==> config.mk <==
export PLATFORM = sky130hd
export DESIGN_NAME = ddr4_request_queue
export DESIGN_NICKNAME = d
export VERILOG_FILES = /design/src/rtl/ddr4_request_queue.sv
export SDC_FILE = /design/constraint.sdc
export NUM_CORES = 1
export LEC_CHECK = 0
export CAP_MARGIN = 25
export CORE_ASPECT_RATIO = 0.7
export CORE_MARGIN = 2
export CORE_UTILIZATION = 65
export CTS_CLUSTER_DIAMETER = 150
export DETAILED_ROUTE_END_ITERATION = 8
export PLACE_DENSITY = 0.86
export SYNTH_ARGS = -nofsm -noshare
export SYNTH_HDL_FRONTEND = slang
export SYNTH_SLANG_ARGS = --single-unit
export TNS_END_PERCENT = 5
==> constraint.sdc <==
create_clock -name clock -period 20.5 [get_ports clock]
set_clock_uncertainty 0.1 [all_clocks]
set_input_delay 4.1 -clock clock [delete_from_list [all_inputs] [get_ports clock]]
set_output_delay 4.1 -clock clock [all_outputs]
set_load 0.05 [all_outputs]
==> src/rtl/ddr4_request_queue.sv <==
// ddr4_request_queue: in-order request FIFO between the trace parser and the
// DDR4 command scheduler. Addresses are decoded into row/col/bank/bank-group
// on enqueue so the scheduler sees ready-made fields at the head.
module ddr4_request_queue #(
  parameter int DEPTH  = 16,
  parameter int ADDR_W = 36,
  parameter int PTR_W  = 4
) (
  input  logic              clock,
  input  logic              reset,
  input  logic              in_valid,
  input  logic [63:0]       in_clock_number,
  input  logic [31:0]       in_command,
  input  logic [ADDR_W-1:0] in_address,
  input  logic              in_done,
  output logic              full_out,
  output logic              empty_out,
  output logic              out_valid,
  input  logic              out_ready,
  output logic [63:0]       out_clock_number,
  output logic [1:0]        out_command,
  output logic [15:0]       out_row,
  output logic [9:0]        out_col,
  output logic [1:0]        out_bank,
  output logic [2:0]        out_bank_group,
  output logic [PTR_W:0]    occupancy,
  output logic [15:0]       drop_count,
  output logic              all_done
);

  localparam logic [PTR_W:0] FULL_CNT = (PTR_W+1)'(DEPTH);

  // Only decoded fields are stored; address[6] and address[3:0] never reach the scheduler.
  typedef struct packed {
    logic [63:0] stamp;
    logic [1:0]  cmd;
    logic [15:0] row;
    logic [9:0]  col;
    logic [1:0]  bank;
    logic [2:0]  bg;
  } entry_t;

  entry_t             mem [DEPTH];
  entry_t             new_entry;
  entry_t             head;
  logic [PTR_W-1:0]   wr_ptr;
  logic [PTR_W-1:0]   rd_ptr;
  logic [PTR_W:0]     occ_next;
  logic               done_seen;
  logic               cmd_ok;
  logic               push;
  logic               pop;
  logic               drop;
  logic               unused_addr_bits;

  assign unused_addr_bits = ^{in_address[6], in_address[3:0]};

  // A push is judged against the registered occupancy, so a full queue drops
  // even if the head is popped in the same cycle.
  assign cmd_ok = (in_command <= 32'd2);
  assign push   = in_valid && cmd_ok && (occupancy != FULL_CNT);
  assign drop   = in_valid && !push;
  assign pop    = out_valid && out_ready;

  // Address decode of the incoming request.
  always_comb begin
    new_entry.stamp = in_clock_number;
    new_entry.cmd   = in_command[1:0];
    new_entry.row   = in_address[35:20];
    new_entry.col   = {in_address[19:12], in_address[5:4]};
    new_entry.bank  = in_address[11:10];
    new_entry.bg    = in_address[9:7];
  end

  // Next occupancy; push and pop together leave it unchanged.
  always_comb begin
    occ_next = occupancy;
    if (push && !pop)      occ_next = occupancy + (PTR_W+1)'(1);
    else if (pop && !push) occ_next = occupancy - (PTR_W+1)'(1);
  end

  // Pointers, occupancy, registered flags, drop counter and end-of-trace tracking.
  always_ff @(posedge clock) begin
    if (reset) begin
      wr_ptr     <= '0;
      rd_ptr     <= '0;
      occupancy  <= '0;
      drop_count <= '0;
      full_out   <= 1'b0;
      empty_out  <= 1'b1;
      out_valid  <= 1'b0;
      done_seen  <= 1'b0;
      all_done   <= 1'b0;
    end else begin
      if (push) wr_ptr <= wr_ptr + PTR_W'(1);
      if (pop)  rd_ptr <= rd_ptr + PTR_W'(1);
      occupancy <= occ_next;
      full_out  <= (occ_next == FULL_CNT);
      empty_out <= (occ_next == '0);
      out_valid <= (occ_next != '0);
      if (drop && drop_count != 16'hFFFF) drop_count <= drop_count + 16'd1;
      done_seen <= done_seen | in_done;
      all_done  <= done_seen && empty_out;
    end
  end

  // Entry storage; contents need no reset because the head is masked when empty.
  always_ff @(posedge clock) begin
    if (!reset && push) mem[wr_ptr] <= new_entry;
  end

  // Combinational head read, forced to zero while the queue is empty.
  always_comb begin
    head             = out_valid ? mem[rd_ptr] : '0;
    out_clock_number = head.stamp;
    out_command      = head.cmd;
    out_row          = head.row;
    out_col          = head.col;
    out_bank         = head.bank;
    out_bank_group   = head.bg;
  end

endmodule

==> flow_summary.toml, run 1 <==
[run_status]
outcome = "finished clean"

[timing]
fin_crit_sh = 0.485
finalWorstSetupSlack_ps = 10550
relSlewSlack = 0.250
worst_hold_slack_ps = 374
finalSetupViolCount = 0
hold_violations = 0
slew_violations = 0
rsz0062_at_grt = "no"
fin_setup_tns_ps = 0
fmax_mhz = 100
period_needed_ps = 9950
worst_pin_slew_ps = 1120

[clock_tree]
cts.sinks = 1590
cts.repair.resized = 0
cts_tree = "built"
cts_buffer_depth = 3
cts.htree.levels = 4
clk_pin_slew_worst_paths_ps = 60
clk_latency_ps = 750
cts_buffers = 141
ctsHoldBuffers = 0
cts_setup_buffers = 0
root_buffer = "clkbuf_16"

[critical_path]
crit_family = "buffers and inverters"
reg2regPathDepth = 9
arrival_ps = 5750
r2r-start = "occupancy[0]"
critPathMaxFanout = 76
worstSetupPathType = "register to output port"
slowest_stage = "buf_4"
crit_path_end_kind = "output port"
worstPathCellList = "buf_4 -> buf_4 -> buf_4 -> mux4_2 -> mux4_2 -> and2_1 -> clkdlybuf4s50_1"
critPathMaxStageDelay_ps = 950
r2r_end = "mem[6][67]"
reg2reg_slack_ps = 15490
required_ps = 16300
crit_path_frequent_cell = "buf_4"
startpoint_type = "register"
path_buf_inv = 4
path_depth = 7

[final_layout]
layout_common_cells = "1552 x edfxtp_1, 485 x mux4_2, 253 x clkdlybuf4s50_1"
fin_util = 0.746
drive_above_1_share = 0.266
num-nets-final = 2973
area_growth_pct = 14.2
multi_input_area_um2 = 13000
final_common_cell = "edfxtp_1"
nFillCells = 4593
regArea_um2 = 47400

[die]
die_h_um = 260
coreArea_um2 = 93500
rows = 94
ioPinCount = 259
dieWidth_um = 370
start_util = 0.653
die_area_um2 = 96500

[grt]
grt_max_degree = 123
grt_pass1_wl_mm = 218
antenna_found_initial = 21
grt_pass1_vias = 30700
gr-total-overflow = 0
gr-usage-all-layers = 0.322

[power_and_ir_drop]
powerDensity_nw_per_um2 = 106
power_w = 0.00739
leakage_nw = 20.9
peakVddDrop_v = 0.0000988

[logic_synthesis]
synth_top_family_by_area = "multiplexers"
synthXorXnorAreaFrac = 0.00129
syn_avg_cell_area_um2 = 24.4
ys_dominant_reg_cell = "edfxtp_1"
async_flop_share = 0
syn-cell-area_um2 = 61100
yosys-mux-area-fraction = 0.180
yosys.area_share.simple = 0.0229
synth_nets = 2652
synth-compound-area-share = 0.00496
ys_ff_latch = 1590
yosys_warnings = 0
syn_inst = 2507
synth_edf_count = 1552
seq_area_frac_synth = 0.776
synth_cell_types = 57
synth_fa_ha_area_frac = 0.00180

[place]
pre_cts_ws_ps = 10700
gp_congestion = 0.816
dp_hpwl_mm = 70.6
portBuffers = 253

[route]
vias = 30000
via_per_inst = 7.14
routedWlPerCell_um = 37.7
drtAntennaViolNets = 0
dr.pass1.iters = 6
drtIter0Drc = 4878
drt_wl_total_mm = 158
route.detailed.drc = 0

[worst_hold_path]
hp-class = "register to register"
min_from = "done_seen"
min_path_cells = 2
hold_path_end = "done_seen"

[job]
maxCapViolations = 0
Yosys cell counts, types with 2 or more instances:
cell	instances	area (um^2)
edfxtp_1	1552	46600
mux4_2	485	10900
and2_1	99	619
clkbuf_1	68	255
dfxtp_1	38	761
buf_6	36	405
nor2_1	34	128
nand2_1	17	63.8
buf_2	16	80.1
a21oi_1	13	65.1
nor4_1	12	75.1
nand3_1	11	55.1
inv_1	10	37.5
ha_1	8	100
nand4_1	8	50.1
o31ai_1	7	52.6
buf_1	6	22.5
or3_1	6	37.5
or4_1	6	45.0
mux2_1	5	56.3
nor2b_1	5	31.3
nor3_1	5	25.0
xnor2_1	5	43.8
xor2_1	4	35.0
and4_1	3	26.3
buf_4	3	22.5
nor4_2	3	37.5
nor4_4	3	63.8
o21a_1	3	22.5
a221oi_1	2	17.5
a31oi_1	2	12.5
and3_1	2	12.5
mux2i_1	2	20.0
nand3b_1	2	15.0
o21ai_0	2	10.0
o31a_1	2	17.5
o41ai_1	2	17.5
routing by layer:
metal,share of wire,global-route usage,vias to the layer above
met1,0.33,0.424,15700
met5,0.0011,0,-
met4,0.032,0.123,26
li1,-,-,11400
met2,0.52,0.528,2461
met3,0.12,0.0832,384
worst min-delay path: stages (launching register included):
cell and delay (ps):
dfxtp_1 320, nor2_1 40, nor2_1 70
through the flow:
step | instances | area (um^2)
CTS | 4180 | 69600
global route | 4191 | 69700
finish | 4194 | 69700
floorplan | 2507 | 61100
detailed placement | 3929 | 65100
global placement | 3923 | 64900
where the power goes:
group / total [W] / internal, W / switching [W] / leakage [nW]
combinational: 0.00110 / 0.000475 / 0.000621 / 4.46
clock: 0.00269 / 0.00147 / 0.00122 / 2.22
sequential: 0.00361 / 0.00357 / 0.0000370 / 14.3
total: 0.00739 / 0.00551 / 0.00188 / 20.9
flip-flops by register name, indices dropped and copies added, names as in the netlist, named ones only:
signal      count
empty_out       1
all_done        1
full_out        1
rd_ptr          4
drop_count     16
mem          1552
done_seen       1
out_valid       1
occupancy       5
wr_ptr          4
cell families after synthesis:
group | count (synthesis)
flip-flops | 1590
buffers and inverters | 139
multiplexers | 492
adder cells (fa/ha/maj) | 9
XOR/XNOR | 9
AO/OA/AOI/OAI | 42
AND/OR/NAND/NOR | 226
how the worst max path moves through the flow:
stage / startpoint / endpoint / slack [ps]
2_1_floorplan: in_command[3] / mem[12][0] / 10690
3_3_place_gp: register / out_clock_number[19] / 10870
3_5_place_dp: register / out_clock_number[19] / 10700
4_1_cts: register / out_clock_number[19] / 9920
5_1_grt: register / out_clock_number[19] / 10480
6_report: register / out_clock_number[19] / 10550
cell type report:
class                      instances  share of cell area
antenna                           10            0.000359
clock buffer                     165              0.0531
clock inverter                    86              0.0123
inverter                          10            0.000538
multi-input combinational        778               0.187
sequential                      1590               0.680
tap                             1248              0.0224
timing repair buffer             307              0.0453
No activity file was read; power rests on OpenSTA's default activity.
==> inputs of run 2 (changes only) <==
--- a/config.mk
+++ b/config.mk
@@ -8,10 +8,10 @@
 export CAP_MARGIN = 25
 export CORE_ASPECT_RATIO = 0.7
 export CORE_MARGIN = 2
-export CORE_UTILIZATION = 65
+export CORE_UTILIZATION = 60
 export CTS_CLUSTER_DIAMETER = 150
 export DETAILED_ROUTE_END_ITERATION = 8
-export PLACE_DENSITY = 0.86
+export PLACE_DENSITY = 0.8
 export SYNTH_ARGS = -nofsm -noshare
 export SYNTH_HDL_FRONTEND = slang
 export SYNTH_SLANG_ARGS = --single-unit
==> constraint.sdc (replaced) <==
create_clock -name clock -period 9.9 [get_ports clock]
set_clock_uncertainty 0.1 [all_clocks]
set_input_delay 1.98 -clock clock [delete_from_list [all_inputs] [get_ports clock]]
set_output_delay 1.98 -clock clock [all_outputs]
set_load 0.05 [all_outputs]
==> run 2 against run 1 <==
Worst setup slack worse by 7500 ps. Combinational power is 96% higher. Utilization is 5.4 points lower. Register-to-register slack worse by 9500 ps. Cell count is 1.9% higher. Sequential share of layout area is 0.18 points higher. Sequential cell count stayed put. Highest routed layer unchanged. First-iteration DRC count is 23% lower. Largest cell class unchanged. Sequential power is 110% higher.
==> flow_summary.toml, run 2 (synthesis results as in run 1) <==
[run_status]
outcome = "finished clean"

[die]
die_area_um2 = 104000
start_util = 0.608
ioPinCount = 259
rows = 97
die_h_um = 271
coreArea_um2 = 100000
dieWidth_um = 385

[timing]
finalSetupViolCount = 0
fin_crit_sh = 0.688
fin_setup_tns_ps = 0
fmax_mhz = 147
slew_violations = 0
hold_violations = 0
period_needed_ps = 6810
rsz0062_at_grt = "no"
relSlewSlack = 0.244
worst_pin_slew_ps = 1130
worst_hold_slack_ps = 369

[grt]
grt_max_degree = 171
use_met1 = 0.375
grt_pass1_wl_mm = 197
antenna_found_initial = 20
grt_pass1_vias = 29100
gr-usage-all-layers = 0.262
met3_usage = 0.0574
use_met2 = 0.424
grt-busiest-layer = "met2"
gr-total-overflow = 0

[route]
via_per_inst = 6.58
dr.pass1.iters = 6
vias = 28100
drtAntennaViolNets = 0
drtIter0Drc = 3770
drt_wl_total_mm = 134
route.detailed.drc = 0
routedWlPerCell_um = 31.4

[place]
dpl.cell_count = 4002
gp_congestion = 0.780
portBuffers = 253
placed_cell_area_um2 = 65100
dp_hpwl_mm = 60.9

[clock_tree]
root_buffer = "clkbuf_16"
ctsHoldBuffers = 0
cts_buffer_depth = 3
cts_buffers = 143
clk_pin_slew_worst_paths_ps = 70
cts.repair.resized = 0
cts_setup_buffers = 0
cts_tree = "built"
clk_latency_ps = 740
cts.sinks = 1590
cts.htree.levels = 4

[critical_path]
critPathMaxFanout = 123
worstSetupPathType = "register to output port"
arrival_ps = 4730
reg2reg_slack_ps = 6020
crit_path_end_kind = "output port"
startpoint_type = "register"
required_ps = 7820

[job]
maxCapViolations = 0

[final_layout]
stdcell_count = 4275
top_regs = "mem x1552, drop_count x16, occupancy x5"
drive_above_1_share = 0.252
largest_reg_flops = 1552
nFillCells = 5771
layout_common_cells = "1552 x edfxtp_1, 485 x mux4_2, 253 x clkdlybuf4s50_1"
stdcell_area_um2 = 69500
regMostFlops = "mem"
final_common_cell = "edfxtp_1"
num-nets-final = 2958
area_growth_pct = 13.9

[power_and_ir_drop]
peakVddDrop_v = 0.000175
powerDensity_nw_per_um2 = 213
leakage_nw = 20.7

[worst_hold_path]
hp-class = "register to register"
-- run 2: worst max-delay path, stage by stage, from the launching register on --
cell             delay (ps)
dfxtp_4                 960
buf_12                  740
mux4_2                  620
mux4_2                  490
and2_1                  250
clkdlybuf4s50_1         730
-- run 2: per-stage QoR --
step	power (W)	setup slack (ps)	util
final	0.0148	3090	0.692
after global routing	0.0153	2810	0.692
after CTS	0.0149	2950	0.691
after detailed placement	0.00980	3760	0.648
after global placement	0.00977	3810	0.648
after floorplan	0.00919	2210	-
-- run 2: final cells by class --
cell class | count | area [um^2] | share of cell area
diodes | 10 | 25.0 | 0.000360
inverters | 10 | 37.5 | 0.000540
well taps | 1336 | 1670 | 0.0240
repair buffers | 290 | 3090 | 0.0444
multi-input cells | 778 | 13000 | 0.187
clock inverters | 72 | 492 | 0.00707
flip-flops and latches | 1590 | 47400 | 0.681
clock buffers | 189 | 3840 | 0.0552
-- run 2: layer usage --
layer	up-vias	routed length, um
li1	11400	-
met1	15000	51400
met2	1471	67600
met3	194	13000
met4	22	2240
met5	-	126
-- run 2: report_power, final --
part | total (W) | leakage [nW] | switching (W) | internal, W
combinational | 0.00216 | 4.37 | 0.00120 | 0.000968
clock | 0.00518 | 2.11 | 0.00236 | 0.00282
sequential | 0.00749 | 14.3 | 0.0000951 | 0.00740
-- run 2: worst paths after layout --
check,startpoint,to,cells after the start
hold / removal,done_seen,done_seen,2
setup / recovery,register,out_clock_number[17],5
hold reg to reg,done_seen,done_seen,2
setup reg to reg,occupancy[0],mem[4][46],8
